## src/rtl/interconnect_pkg.sv

```systemverilog
// Shared types for the crypto data-bus interconnect: source IDs and arbiter states.
package interconnect_pkg;

  typedef logic [1:0] src_id_t;

  localparam src_id_t SRC_MEM  = 2'd0;
  localparam src_id_t SRC_SHA  = 2'd1;
  localparam src_id_t SRC_AES  = 2'd2;
  localparam src_id_t SRC_CTRL = 2'd3;

  typedef enum logic [1:0] {
    IDLE  = 2'd0,
    OWNED = 2'd1,
    TURN  = 2'd2
  } arb_state_t;

  function automatic logic [3:0] id_to_onehot(input src_id_t id);
    return 4'b0001 << id;
  endfunction

endpackage

```

## src/rtl/rr_pick4.sv

```systemverilog
// Four-way round-robin picker: first set request bit at or after the start pointer, wrapping.
module rr_pick4
  import interconnect_pkg::*;
(
  input  logic [3:0] req,
  input  src_id_t    start,
  output logic       valid,
  output src_id_t    winner
);

  // Walk from the farthest offset down so the nearest set bit is written last.
  always_comb begin
    valid  = 1'b0;
    winner = start;
    for (int i = 3; i >= 0; i--) begin
      if (req[start + 2'(i)]) begin
        valid  = 1'b1;
        winner = start + 2'(i);
      end
    end
  end

endmodule

```

## src/rtl/data_bus_arbiter.sv

```systemverilog
// Round-robin owner arbiter for the shared crypto data bus, with a one-cycle turnaround.
// Optional grant watchdog is enabled by defining ARB_WATCHDOG_EN.
//
// state | meaning
// ------+--------------------------------------------
// IDLE  | no owner; arbitrate pending requests
// OWNED | one grant asserted; wait for release
// TURN  | dead cycle after release; arbitrate again
module data_bus_arbiter
  import interconnect_pkg::*;
#(
  parameter int NUM_SRC  = 4,
  parameter int MAX_HOLD = 255
) (
  input  logic               clk,
  input  logic               rst_n,
  input  logic [NUM_SRC-1:0] req_i,
  input  logic [NUM_SRC-1:0] done_i,
  output logic [NUM_SRC-1:0] gnt_o,
  output src_id_t            owner_id_o,
  output logic               bus_busy_o,
  output logic               grant_event_o,
  output logic               timeout_err_o
);

  if (NUM_SRC != 4) begin : g_bad_num_src
    $error("data_bus_arbiter supports exactly four sources");
  end
  if (MAX_HOLD < 1 || MAX_HOLD > 65535) begin : g_bad_max_hold
    $error("data_bus_arbiter MAX_HOLD must be within 1..65535");
  end

  arb_state_t state;
  src_id_t    last_owner;
  logic       pick_valid;
  src_id_t    pick_id;
  logic       owner_done;
  logic       owner_req;
  logic       wd_expire;

  rr_pick4 u_pick (
    .req    (req_i[3:0]),
    .start  (last_owner + 2'd1),
    .valid  (pick_valid),
    .winner (pick_id)
  );

  assign owner_done = done_i[owner_id_o];
  assign owner_req  = req_i[owner_id_o];

`ifdef ARB_WATCHDOG_EN
  localparam int HOLD_W = $clog2(MAX_HOLD + 1);
  logic [HOLD_W-1:0] hold_cnt;

  assign wd_expire = (hold_cnt == HOLD_W'(MAX_HOLD));
`else
  assign wd_expire     = 1'b0;
  assign timeout_err_o = 1'b0;
`endif

  always_ff @(posedge clk or negedge rst_n) begin
    if (!rst_n) begin
      state         <= IDLE;
      last_owner    <= SRC_CTRL;
      gnt_o         <= '0;
      owner_id_o    <= SRC_MEM;
      bus_busy_o    <= 1'b0;
      grant_event_o <= 1'b0;
`ifdef ARB_WATCHDOG_EN
      timeout_err_o <= 1'b0;
      hold_cnt      <= '0;
`endif
    end else begin
      grant_event_o <= 1'b0;
`ifdef ARB_WATCHDOG_EN
      timeout_err_o <= 1'b0;
`endif
      case (state)
        IDLE, TURN: begin
          if (pick_valid) begin
            state         <= OWNED;
            gnt_o         <= NUM_SRC'(id_to_onehot(pick_id));
            owner_id_o    <= pick_id;
            bus_busy_o    <= 1'b1;
            grant_event_o <= 1'b1;
`ifdef ARB_WATCHDOG_EN
            hold_cnt      <= '0;
`endif
          end else begin
            state <= IDLE;
          end
        end
        OWNED: begin
          if (owner_done || !owner_req || wd_expire) begin
            state      <= TURN;
            gnt_o      <= '0;
            bus_busy_o <= 1'b0;
            last_owner <= owner_id_o;
`ifdef ARB_WATCHDOG_EN
            // A genuine release in the expiry cycle is not an error.
            timeout_err_o <= wd_expire && owner_req && !owner_done;
`endif
          end else begin
`ifdef ARB_WATCHDOG_EN
            hold_cnt <= hold_cnt + 1'b1;
`endif
          end
        end
        default: state <= IDLE;
      endcase
    end
  end

endmodule

```

## config.mk

```make
export PLATFORM = sky130hd
export DESIGN_NAME = data_bus_arbiter
export DESIGN_NICKNAME = d
export VERILOG_FILES = /design/src/rtl/interconnect_pkg.sv /design/src/rtl/rr_pick4.sv /design/src/rtl/data_bus_arbiter.sv
export SDC_FILE = /design/constraint.sdc
export NUM_CORES = 1
export LEC_CHECK = 0
export CAP_MARGIN = 20
export CORE_MARGIN = 3
export CORE_UTILIZATION = 25
export CTS_BUF_LIST = sky130_fd_sc_hd__clkbuf_8
export DETAILED_ROUTE_END_ITERATION = 8
export SYNTH_ARGS = -nofsm -noshare
export SYNTH_HDL_FRONTEND = slang
export SYNTH_SLANG_ARGS = --single-unit
```

## constraint.sdc

```tcl
create_clock -name clk -period 2.4 [get_ports clk]
set_input_delay 0.48 -clock clk [delete_from_list [all_inputs] [get_ports clk]]
set_output_delay 0.48 -clock clk [all_outputs]
set_load 0.05 [all_outputs]
```

Word-level counts from Yosys, hierarchy flattened
Cells that the tools add are included.
Widths: inputs -> output; s select.
{ "totals": {"reg_bits": 12, "inputBits": 10, "output_inout_bits": 9, "word_cells": 59} }
{ "classes": {"addsub": 4, "magnitude_cmp": 5, "eq_ne": 4, "n_shift": 1, "muxes": 31, "reduce_logical": 8} }
{ "op_table": {"columns": ["operator", "n"], "rows": [
  ["$lt 2x3->1 const B", 5],
  ["$mux 1", 15],
  ["$bmux 1 s2", 6],
  ["$mux 2", 5],
  ["$mux 4", 2],
  ["$pmux 4 s2", 1],
  ["$add 2x1->2 const B", 2],
  ["$add 2x2->2 const B", 2],
  ["$ne 2x2->1 const B", 2],
  ["$pmux 2 s2", 1],
  ["$reduce_and 2->1", 2],
  ["$shl 1x2->4 const A", 1],
  ["$reduce_and 3->1", 1],
  ["$eq 2x1->1 const B", 1],
  ["$eq 2x2->1 const B", 1],
  ["$logic_not 2->1", 1],
  ["$pmux 1 s2", 1],
  ["$reduce_bool 2->1", 1],
  ["$reduce_or 2->1", 1],
  ["$logic_not 1->1", 1],
  ["$logic_or 1x1->1", 1]
]} }

Logic depth before layout (Yosys ltp)
Gate-level depths: netlist (run 1).
{ "logic_depth": {"ltp_word": 11, "mapped_depth": 6, "depth_no_buf": 5} }

Cells and area by module
From an unflattened synthesis (run 1), not the netlist that was laid out.
{ "unflattened": {"cells_unflattened": 87, "area_unflattened_um2": 795.8} }
{ "by_module_without_submodules": {"columns": ["module", "n_inst", "cells_each", "area_each_um2", "seq_area_each_um2"], "rows": [
  ["data_bus_arbiter", 1, 71, 695.7, 302.8],
  ["rr_pick4", 1, 16, 100.1, 0.0]
]} }

Worst setup path before layout (run 1)
No wires, ideal clock.
{ "synth_timing": {"kind": "flip-flop to flip-flop", "start": "register owner_id_o[1]", "end": "register last_owner[0]", "setup_time_ns": 0.082, "arrival_ns": 1.745, "required_time_ns": 2.318, "path_slack_ns": 0.573, "stages_incl_launch_ff": 6, "n_path_buf": 0, "synth_period_minus_slack_ns": 1.827, "cell_sequence": "dfrtp_1 and4bb_1 nor4_2 nand2b_2 inv_4 mux2_4"} }
{ "synth_between": {"elab_chain_cells": 5, "elab_cells_between_ends": 7, "classes_between": "4 x mux; 3 x reduce/logical"} }
{ "synth_rtl": {"columns": ["element", "line_no", "text"], "rows": [
  ["from (decl)", "data_bus_arbiter.sv:20", "output src_id_t owner_id_o,"],
  ["from (signal assigned)", "data_bus_arbiter.sv:83", "owner_id_o <= pick_id;"],
  ["$bmux 1 s2", "data_bus_arbiter.sv:49", "assign owner_req = req_i[owner_id_o];"],
  ["$mux 1 (not written as such)", "data_bus_arbiter.sv:49", null],
  ["$logic_not 1->1", "data_bus_arbiter.sv:94", "if (owner_done || !owner_req || wd_expire) begin"],
  ["$logic_or 1x1->1 *", "data_bus_arbiter.sv:94", null],
  ["$reduce_and 2->1 (no source line) *", null, null],
  ["to (signal assigned)", "data_bus_arbiter.sv:98", "last_owner <= owner_id_o;"],
  ["to (decl)", "data_bus_arbiter.sv:34", "src_id_t last_owner;"]
]} }
Mark *: on every way between the ends. The rest lies on a longest branch, timed or not. The select of a mux whose other input is x is not followed.
A chain may end at the register's enable or synchronous reset.

Worst setup path in the final report (run 1)
{ "layout_timing": {"start": "register owner_id_o[1]", "end": "output port owner_id_o[1]"} }
No word-level cell between the ends.

==> metrics.csv, run 1 <==
stage;metric;value;unit
synth;Synth Flop Type;dfrtp_1;
worst_setup_path;Worst Path Required;1.92;ns
run_status;run status;finished clean;
clocking;CTS tree;yes;
synth;Mapped Nets;97;
timing;Final Skew;0.00115;ns
grt;antenna violations before repair;0;
clocking;CTS sink count;12;
clocking;post-CTS setup buffer count;0;
timing;Final Setup Violations;0;
worst_hold_path;worst hold path type;reg2reg;
die;initial core utilization;27.2;%
synth;mapped cell area;777;sq um
timing;unrepaired setup endpoints after global routing;no;
worst_setup_path;Setup crit end kind;output port;
pwr;Lkg Pwr;0.418;nW
worst_setup_path;CP Cell Sequence;clkdlybuf4s50_1;
worst_setup_path;Slowest-stage cell, CP;clkdlybuf4s50_1;
worst_setup_path;critical-path maximum fanout;7;
clocking;H-tree depth;1;
grt;Total GRT Usage;10.8;%
placed_design;port bufs;17;
die;Die Width;61.8;um
final_layout;fin util;35.9;%
clocking;CTS Buf Count;3;
synth;synth warn;0;
synth;Netlist cell types;34;
final_layout;register area;303;sq um
final_layout;Layout Area Growth over Synthesis;31.9;%
final_layout;Nets;114;
detailed_routing;initial DRC count;15;
die;Placeable Area;2850;sq um
detailed_routing;DRC errors left;0;
clocking;CTS clk-pin slew, worst paths;0.05;ns
detailed_routing;vias per cell;5.23;
die;die area;3810;sq um
detailed_routing;DRT Pass-1 Iters;4;
timing;setup_tns;0;ns
worst_setup_path;Crit path largest cell delay;0.85;ns
worst_setup_path;Worst setup SP type;flop;
timing;worst rel slew slack;64.6;%
worst_setup_path;critical path's top delay family;buffers and inverters;
worst_setup_path;worst path arrival time;1.54;ns
placed_design;DP Worst Slack;0.220;ns
detailed_routing;routed via count;701;
timing;Period minus WS final;2.02;ns
clocking;post-CTS sizing;0;
worst_setup_path;sum of buffers and inverters on the critical path;1;
die;I/O pin count;19;
timing;final period utilization;84.1;%
final_layout;Multi-input gate area;414;sq um
grt;first-pass GRT wire length;3.08;mm
worst_setup_path;crit path kind;reg2out;
clocking;cts hold-fix bufs;0;
synth;Mapped Cells;87;
timing;FMAX;495;MHz
detailed_routing;post-route ant nets;0;
final_layout;layout cells sized above 1;19.4;%
placed_design;post-DP HPWL;1.32;mm
timing;final setup margin;0.381;ns
clocking;Clk Latency, worst-skew pair;0.24;ns
pwr;PD cells;1330;nW/um^2
synth;post-synthesis sequential element count;12;
grt;number of global-route vias before repair;671;
final_layout;# diodes;0;
die;die height;61.8;um
die;# rows;19;
grt;pin count of the biggest net entering global routing;15;
timing;Worst-Margin Slew;0.529;ns
timing;max-slew violations;0;
synth;Post-synth EDFFs;0;
job;Max Cap Viol;0;
placed_design;global placement routability congestion;0.776;
clocking;root buf cell;clkbuf_8;
pwr;maximum VDD drop;0.780;mV
final_layout;fill count;296;
grt;gr ovfl total;0;
timing;Final Hold Vio Count;0;
synth;post-synthesis sequential area ratio;39.0;%
detailed_routing;Routed WL;1.74;mm
synth;post-synthesis average cell area;8.93;sq um
detailed_routing;WL per Instance;13.0;um
synth;fraction of registers with async set/reset;100;%
clocking;maximum clock path buffer count;2;
logic make-up after synthesis:
group,Yosys count,synth area share (%)
AOI/OAI and AO/OA,29,24.6
xor gates and xnor gates,1,1.13
buffers and inverters,13,7.73
DFF,12,39.0
muxes,2,3.86
other,1,0.483
and+or+nand+nor,29,23.2
worst register-to-register path: cells and delay by family (launching register included):
kind | cells | cell delay, ns
buf+inv | 1 | 0.10
mux | 1 | 0.30
simple gates | 3 | 0.76
flops | 1 | 0.44
area by class of cell:
class | instances | share of cell area [%]
multi-input cells | 62 | 40.4
flip-flops and latches | 12 | 29.5
repair buffers | 20 | 18.8
clock buffers | 4 | 5.37
well taps | 31 | 3.79
inverters | 5 | 2.08
registers in the layout, indices dropped and copies added (netlist names):
register,cells
gnt_o,4
last_owner,2
owner_id_o,2
state,2
bus_busy_o,1
grant_event_o,1
layout by cell type (no fill, tap or decap), drive strengths merged, types with 3 or more instances in the layout:
cell type / instances
nor2: 5
nand2: 7
o211ai: 4
inv: 5
o21ai: 6
clkbuf: 4
dfrtp: 10
clkdlybuf4s50: 17
nand2b: 4
a21oi: 8
nor2b: 4
buf: 3
report_power, final:
group          switching (mW)  internal [mW]
sequential              0.103          0.309
clock                  0.0756          0.145
combinational           0.432          0.300
per-layer routing:
metal  GRT usage [%]  routed length (um)
met5               0                   0
met4            3.64                  21
met3            2.69                  93
met2            16.1                 781
met1            15.1                 847
stage by stage:
stage / cell area [sq um] / hold slack (ns) / total power [mW] / cells
after floorplan: 777 / 0.184 / 0.942 / 87
after global routing: 1020 / 0.515 / 1.46 / 134
after detailed placement: 970 / 0.473 / 1.15 / 130
after global placement: 970 / 0.472 / 1.14 / 130
final: 1020 / 0.479 / 1.36 / 134
after CTS: 1020 / 0.485 / 1.38 / 134
cells in the mapped netlist (2+ instances only):
cell type	number	share of area [%]
dfrtp_1	10	32
a21oi_1	8	5.2
nand2_1	7	3.4
o21ai_0	6	3.9
nor2_1	5	2.4
buf_2	4	2.6
inv_1	4	1.9
nor2b_1	4	3.2
o211ai_1	4	3.9
clkbuf_1	3	1.4
nand2b_1	3	2.4
a31o_2	2	2.3
dfstp_2	2	6.8
mux2_4	2	3.9
nand3b_1	2	1.9
nor3_1	2	1.3
o22ai_1	2	1.6
worst paths after layout:
path | from | end | slack [ns] | depth (start not counted)
min in group asynchronous | rst_n | gnt_o[1] | 0.59 | 1
max | owner_id_o[1] | owner_id_o[1] | 0.38 | 1
max in group asynchronous | rst_n | last_owner[0] | 1.45 | 1
max reg2reg | owner_id_o[0] | last_owner[0] | 0.73 | 5
min reg2reg | bus_busy_o | bus_busy_o | 0.48 | 1
min | bus_busy_o | bus_busy_o | 0.48 | 1
No activity file was read; power rests on OpenSTA's default activity.
==> inputs of run 2 (changes only) <==
- clock period: 2.4 -> 2 ns (I/O delays scaled with it)
==> run 2 against run 1 <==
Hold slack better by 0.013 ns. Largest power group unchanged. Design area rose by 6.8%. Sequential cell count stayed put. Critical path type is now in2reg. Setup slack worse by 0.19 ns.
==> metrics.csv, run 2 (synthesis results as in run 1) <==
stage;metric;value;unit;change
run_status;run status;finished clean;;unchanged
detailed_routing;DRT Pass-1 Iters;4;;unchanged
timing;final setup margin;0.194;ns;was 0.381 ns
grt;Total GRT Usage;11.8;%;was 10.8%
worst_setup_path;R2R depth;5;;unchanged
worst_setup_path;Worst setup SP type;primary input;;was flop
grt;first-pass GRT wire length;3.24;mm;was 3.08 mm
placed_design;Placed Area;1040;sq um;was 970 sq um
detailed_routing;vias per cell;5.19;;was 5.23
final_layout;Final Instance Count excl. Fillers;144;;was 134
timing;Final Setup Violations;0;;unchanged
detailed_routing;DRC errors left;0;;unchanged
worst_hold_path;Hold Path Origin;bus_busy_o;;unchanged
timing;Final Skew;0.00797;ns;was 0.00115 ns
final_layout;layout cells sized above 1;28.3;%;was 19.4%
clocking;root buf cell;clkbuf_8;;unchanged
timing;final period utilization;90.3;%;
final_layout;commonest cells after routing, fill and taps aside;clkdlybuf4s50_1, buf_4, dfrtp_1;;was clkdlybuf4s50_1, dfrtp_1, a21oi_1
die;die height;61.8;um;unchanged
grt;antenna violations before repair;0;;unchanged
clocking;CTS tree;yes;;unchanged
placed_design;DP Worst Slack;-0.0758;ns;was 0.220 ns
detailed_routing;WL per Instance;13.4;um;was 13.0 um
grt;number of global-route vias before repair;713;;was 671
grt;pin count of the biggest net entering global routing;14;;was 15
grt;gr ovfl total;0;;unchanged
pwr;total power draw;1.71;mW;was 1.36 mW
placed_design;post-DP HPWL;1.48;mm;was 1.32 mm
pwr;maximum VDD drop;0.900;mV;was 0.780 mV
worst_setup_path;reg2reg start;owner_id_o[0];;unchanged
clocking;post-CTS sizing;0;;unchanged
die;die area;3810;sq um;unchanged
placed_design;port bufs;17;;unchanged
timing;worst rel slew slack;64.0;%;was 64.6%
final_layout;Layout Area Growth over Synthesis;40.9;%;was 31.9%
final_layout;max FFs per register;4;;unchanged
final_layout;Top reg by flops;gnt_o;;unchanged
die;initial core utilization;27.2;%;unchanged
final_layout;fin util;38.4;%;was 35.9%
placed_design;placed cell count;140;;was 130
timing;Period minus WS final;1.81;ns;
final_layout;design area;1090;sq um;was 1020 sq um
worst_setup_path;crit path kind;in2reg;;was reg2out
detailed_routing;Routed WL;1.94;mm;was 1.74 mm
worst_setup_path;critical-path maximum fanout;4;;was 7
final_layout;# diodes;0;;unchanged
job;Max Cap Viol;0;;unchanged
worst_setup_path;Setup crit end kind;flop;;was output port
final_layout;Nets;124;;was 114
detailed_routing;initial DRC count;19;;was 15
die;Placeable Area;2850;sq um;unchanged
clocking;post-CTS setup buffer count;0;;unchanged
worst_setup_path;Critical R2R Capture;last_owner[0];;unchanged
clocking;cts hold-fix bufs;0;;unchanged
clocking;CTS sink count;12;;unchanged
die;Die Width;61.8;um;unchanged
placed_design;global placement routability congestion;0.828;;was 0.776
timing;Final Hold Vio Count;0;;unchanged
worst_setup_path;R2R setup slack;0.31;ns;was 0.73 ns
worst_setup_path;Critical Path End;last_owner[0];;was owner_id_o[1]
timing;Worst-Margin Slew;0.538;ns;was 0.529 ns
timing;max-slew violations;0;;unchanged
timing;FMAX;554;MHz;
worst_setup_path;Setup crit start;done_i[3];;was owner_id_o[1]
worst_hold_path;worst hold path type;reg2reg;;unchanged
detailed_routing;routed via count;747;;was 701
die;I/O pin count;19;;unchanged
clocking;maximum clock path buffer count;2;;unchanged
clocking;H-tree depth;1;;unchanged
worst_setup_path;worst path arrival time;1.97;ns;was 1.54 ns
pwr;PD cells;1560;nW/um^2;was 1330 nW/um^2
worst_setup_path;Worst Path Required;2.17;ns;was 1.92 ns
pwr;Lkg Pwr;0.469;nW;was 0.418 nW
detailed_routing;post-route ant nets;0;;unchanged
clocking;CTS Buf Count;3;;unchanged
clocking;Clk Latency, worst-skew pair;0.25;ns;was 0.24 ns
clocking;CTS clk-pin slew, worst paths;0.05;ns;about the same
timing;unrepaired setup endpoints after global routing;no;;unchanged
die;# rows;19;;unchanged
run 2: cell count changes in the layout (fill, tap and decap cells not counted):
| cell | previous run | this run |
|---|---|---|
| buf_4 | 3 | 15 |
| clkdlybuf4s50_1 | 17 | 15 |
run 2: stage by stage:
stage	hold WS, ns	setup TNS (ns)
after floorplan	0.104	0
after global placement	0.473	-0.0142
after detailed placement	0.486	-0.196
after CTS	0.498	0
after global routing	0.518	0
final	0.492	0
run 2: worst max-delay path, cell delays in order:
cell and delay [ns]:
clkdlybuf4s50_1 0.46, and4b_2 0.22, nor4_2 0.34, nand2b_2 0.16, inv_4 0.10, mux2_4 0.30
run 2: per-layer routing:
layer / up-vias / GRT usage (%) / wire length (um)
met5: - / 0 / 0
met4: 0 / 6.36 / 44
met3: 6 / 3.51 / 94
met2: 17 / 16.9 / 864
met1: 360 / 15.8 / 933
li1: 364 / - / -
run 2: power by group:
| group | internal (mW) | total (mW) | switching (mW) |
|---|---|---|---|
| clock network | 0.174 | 0.265 | 0.0915 |
| registers | 0.371 | 0.504 | 0.133 |
| logic | 0.409 | 0.941 | 0.532 |
| total | 0.954 | 1.71 | 0.756 |
run 2: cell type report:
class	count	area (sq um)
timing repair buffer	30	263
fill	303	1760
clock buffer	4	55.1
multi-input combinational	62	414
tap	31	38.8
inverter	5	21.3
sequential	12	303
run 2: worst min path at each step:
| stage | slack [ns] | to | cells past startpoint |
|---|---|---|---|
| floorplan | 0.10 | bus_busy_o | 0 |
| global placement | 0.47 | bus_busy_o | 1 |
| detailed placement | 0.49 | bus_busy_o | 1 |
| CTS | 0.50 | bus_busy_o | 1 |
| global route | 0.52 | bus_busy_o | 1 |
| finish | 0.49 | bus_busy_o | 1 |
==> edit: new RTL, settings of run 2 <==
The 3 states of `arb_state_t` get a one-hot encoding in 3 bits.
--- a/src/rtl/interconnect_pkg.sv
+++ b/src/rtl/interconnect_pkg.sv
@@ -8,10 +8,10 @@
   localparam src_id_t SRC_AES  = 2'd2;
   localparam src_id_t SRC_CTRL = 2'd3;
 
-  typedef enum logic [1:0] {
-    IDLE  = 2'd0,
-    OWNED = 2'd1,
-    TURN  = 2'd2
+  typedef enum logic [2:0] {
+    IDLE  = 3'b001,
+    OWNED = 3'b010,
+    TURN  = 3'b100
   } arb_state_t;
 
   function automatic logic [3:0] id_to_onehot(input src_id_t id);
Function: same outputs for any inputs over 10 cycles, from zero or initial values and one cycle with rst_n low; not proved beyond that.
==> edit against run 2 <==
  * Final cell count fell by 15%
  * Core utilization rose by 0.71 points
  * Power fell by 3.5%
  * Routed wire length fell by 25%
  * Design area fell by 9.1%
  * Largest power group unchanged
  * Critical endpoint is now owner_id_o[1]
  * Sequential cell count rose by 1
  * Synthesized area fell by 12%
  * Clock skew fell by 0.0054 ns
  * Setup slack got worse by 0.082 ns
==> edit: results (changes against run 2) <==
outcome=finished, final reports clean (unchanged); clock buffer depth=2 (unchanged); clock-pin slew on the worst setup and hold paths=0.06 ns; CP Max Fanout=4 (unchanged); vias in the first global route=570 (was 713); initial antenna violation count=0 (unchanged); Synth Net Count=75 (was 97); Hold EP=bus_busy_o (unchanged); GP Congestion=0.755 (was 0.828); # Post-CTS Setup Buffers=0 (unchanged); Post-synth top cells=11 x nand2_1, 10 x dfrtp_1, 7 x nor2b_1 (was 10 x dfrtp_1, 8 x a21oi_1, 7 x nand2_1); nets=104 (was 124); FF-to-FF Start=last_owner[0] (was owner_id_o[0]); Post-Syn Instances=65 (was 87); CP Launch Type=register (was input pin); global-route wire length before repair=2580 um (was 3240 um); Final HPWL DP=1140 um (was 1480 um); Worst-Skew Late Latency=0.24 ns; data arrival time of the worst path=1.49 ns (was 1.97 ns); setup slack, reg-to-reg=0.45 ns (was 0.31 ns); CP delay by family, top=buffers and inverters (was simple AND/OR/NAND/NOR gates); CTS buffer count=3 (unchanged); Hold Crit Depth=2 (was 1); Setup Skew=0.00261 ns (was 0.00797 ns); HP Class=reg2reg (unchanged); CTS H-Tree Depth=1 (unchanged); CP peak stage delay=0.83 ns (was 0.46 ns); GRT Util Overall=9.96% (was 11.8%); worst reg-to-reg path cell count=4 (was 5); synth top area cells=dfrtp_1 37%, dfstp_2 12%, nor2b_1 6.4% (was dfrtp_1 32%, dfstp_2 6.8%, a21oi_1 5.2%); CP max stage cell=clkdlybuf4s50_1 (unchanged); Synth cell types=28 (was 34); largest net degree at the start of global routing=14 (unchanged); worst reg2reg path endpoint=gnt_o[0] (was last_owner[0]); top flop regs=gnt_o (4), state (3); CP endpoint=owner_id_o[1] (was last_owner[0]); P_leak=0.416 nW (was 0.469 nW); FFs w/ async S/R, synth=100% (unchanged); Seq/Total Area, Yosys=48.2% (was 39.0%); Vias/cell=4.69 (was 5.19); Worst IR Drop VDD=0.000870 V (was 0.000900 V); worst hold start=bus_busy_o (unchanged); detailed-route wire length=1440 um (was 1940 um); Antenna Cells=0 (unchanged); origin of the worst setup path=owner_id_o[1] (was done_i[3]); placed cell area=950 um^2 (was 1040 um^2); Inst Count DP=119 (was 140); post-route minimum period=1.89 ns (was 1.81 ns); pre-CTS WS=-0.0473 ns (was -0.0758 ns); drt pass-1 iters=4 (unchanged); yosys warns=0 (unchanged); fraction of final layout cells with drive strength greater than 1=21.5% (was 28.3%); Worst Max-Slew Pin Slew=0.582 ns (was 0.538 ns); clk root buf=clkbuf_8 (unchanged); # port buffers=17 (unchanged); DRT iter0 DRCs=6 (was 19); post-CTS sizing=0 (unchanged); vias=577 (was 747); Fin Hold WS=0.494 ns (was 0.492 ns)
edit: per-layer routing:
layer | GRT usage, % | vias up | share of wire [%]
met5 | 0 | - | 0
met4 | 2.98 | 0 | 0.97
met3 | 4.68 | 3 | 5.0
met2 | 15.8 | 10 | 49
li1 | - | 289 | -
met1 | 12.0 | 275 | 45
edit: cells by family after synthesis:
family | count (synthesis) | share of synthesized area [%]
AOI/OAI and AO/OA | 16 | 18.1
and+or+nand+nor | 26 | 21.1
muxes | 3 | 6.59
xor gates and xnor gates | 2 | 2.56
other | 1 | 0.549
buffers and inverters | 4 | 2.93
DFF | 13 | 48.2
edit: cell type report:
class	count	area, um^2
repair buffers	27	245
flip-flops and latches	13	329
inverters	1	3.75
clock buffers	3	41.3
clock inverters	1	3.75
multi-input cells	48	334
fillers	261	1550
well taps	30	37.5
edit: report_power, final:
group / internal (mW) / switching, mW
registers: 0.405 / 0.0972
clock network: 0.136 / 0.0932
logic: 0.395 / 0.524
total: 0.936 / 0.714
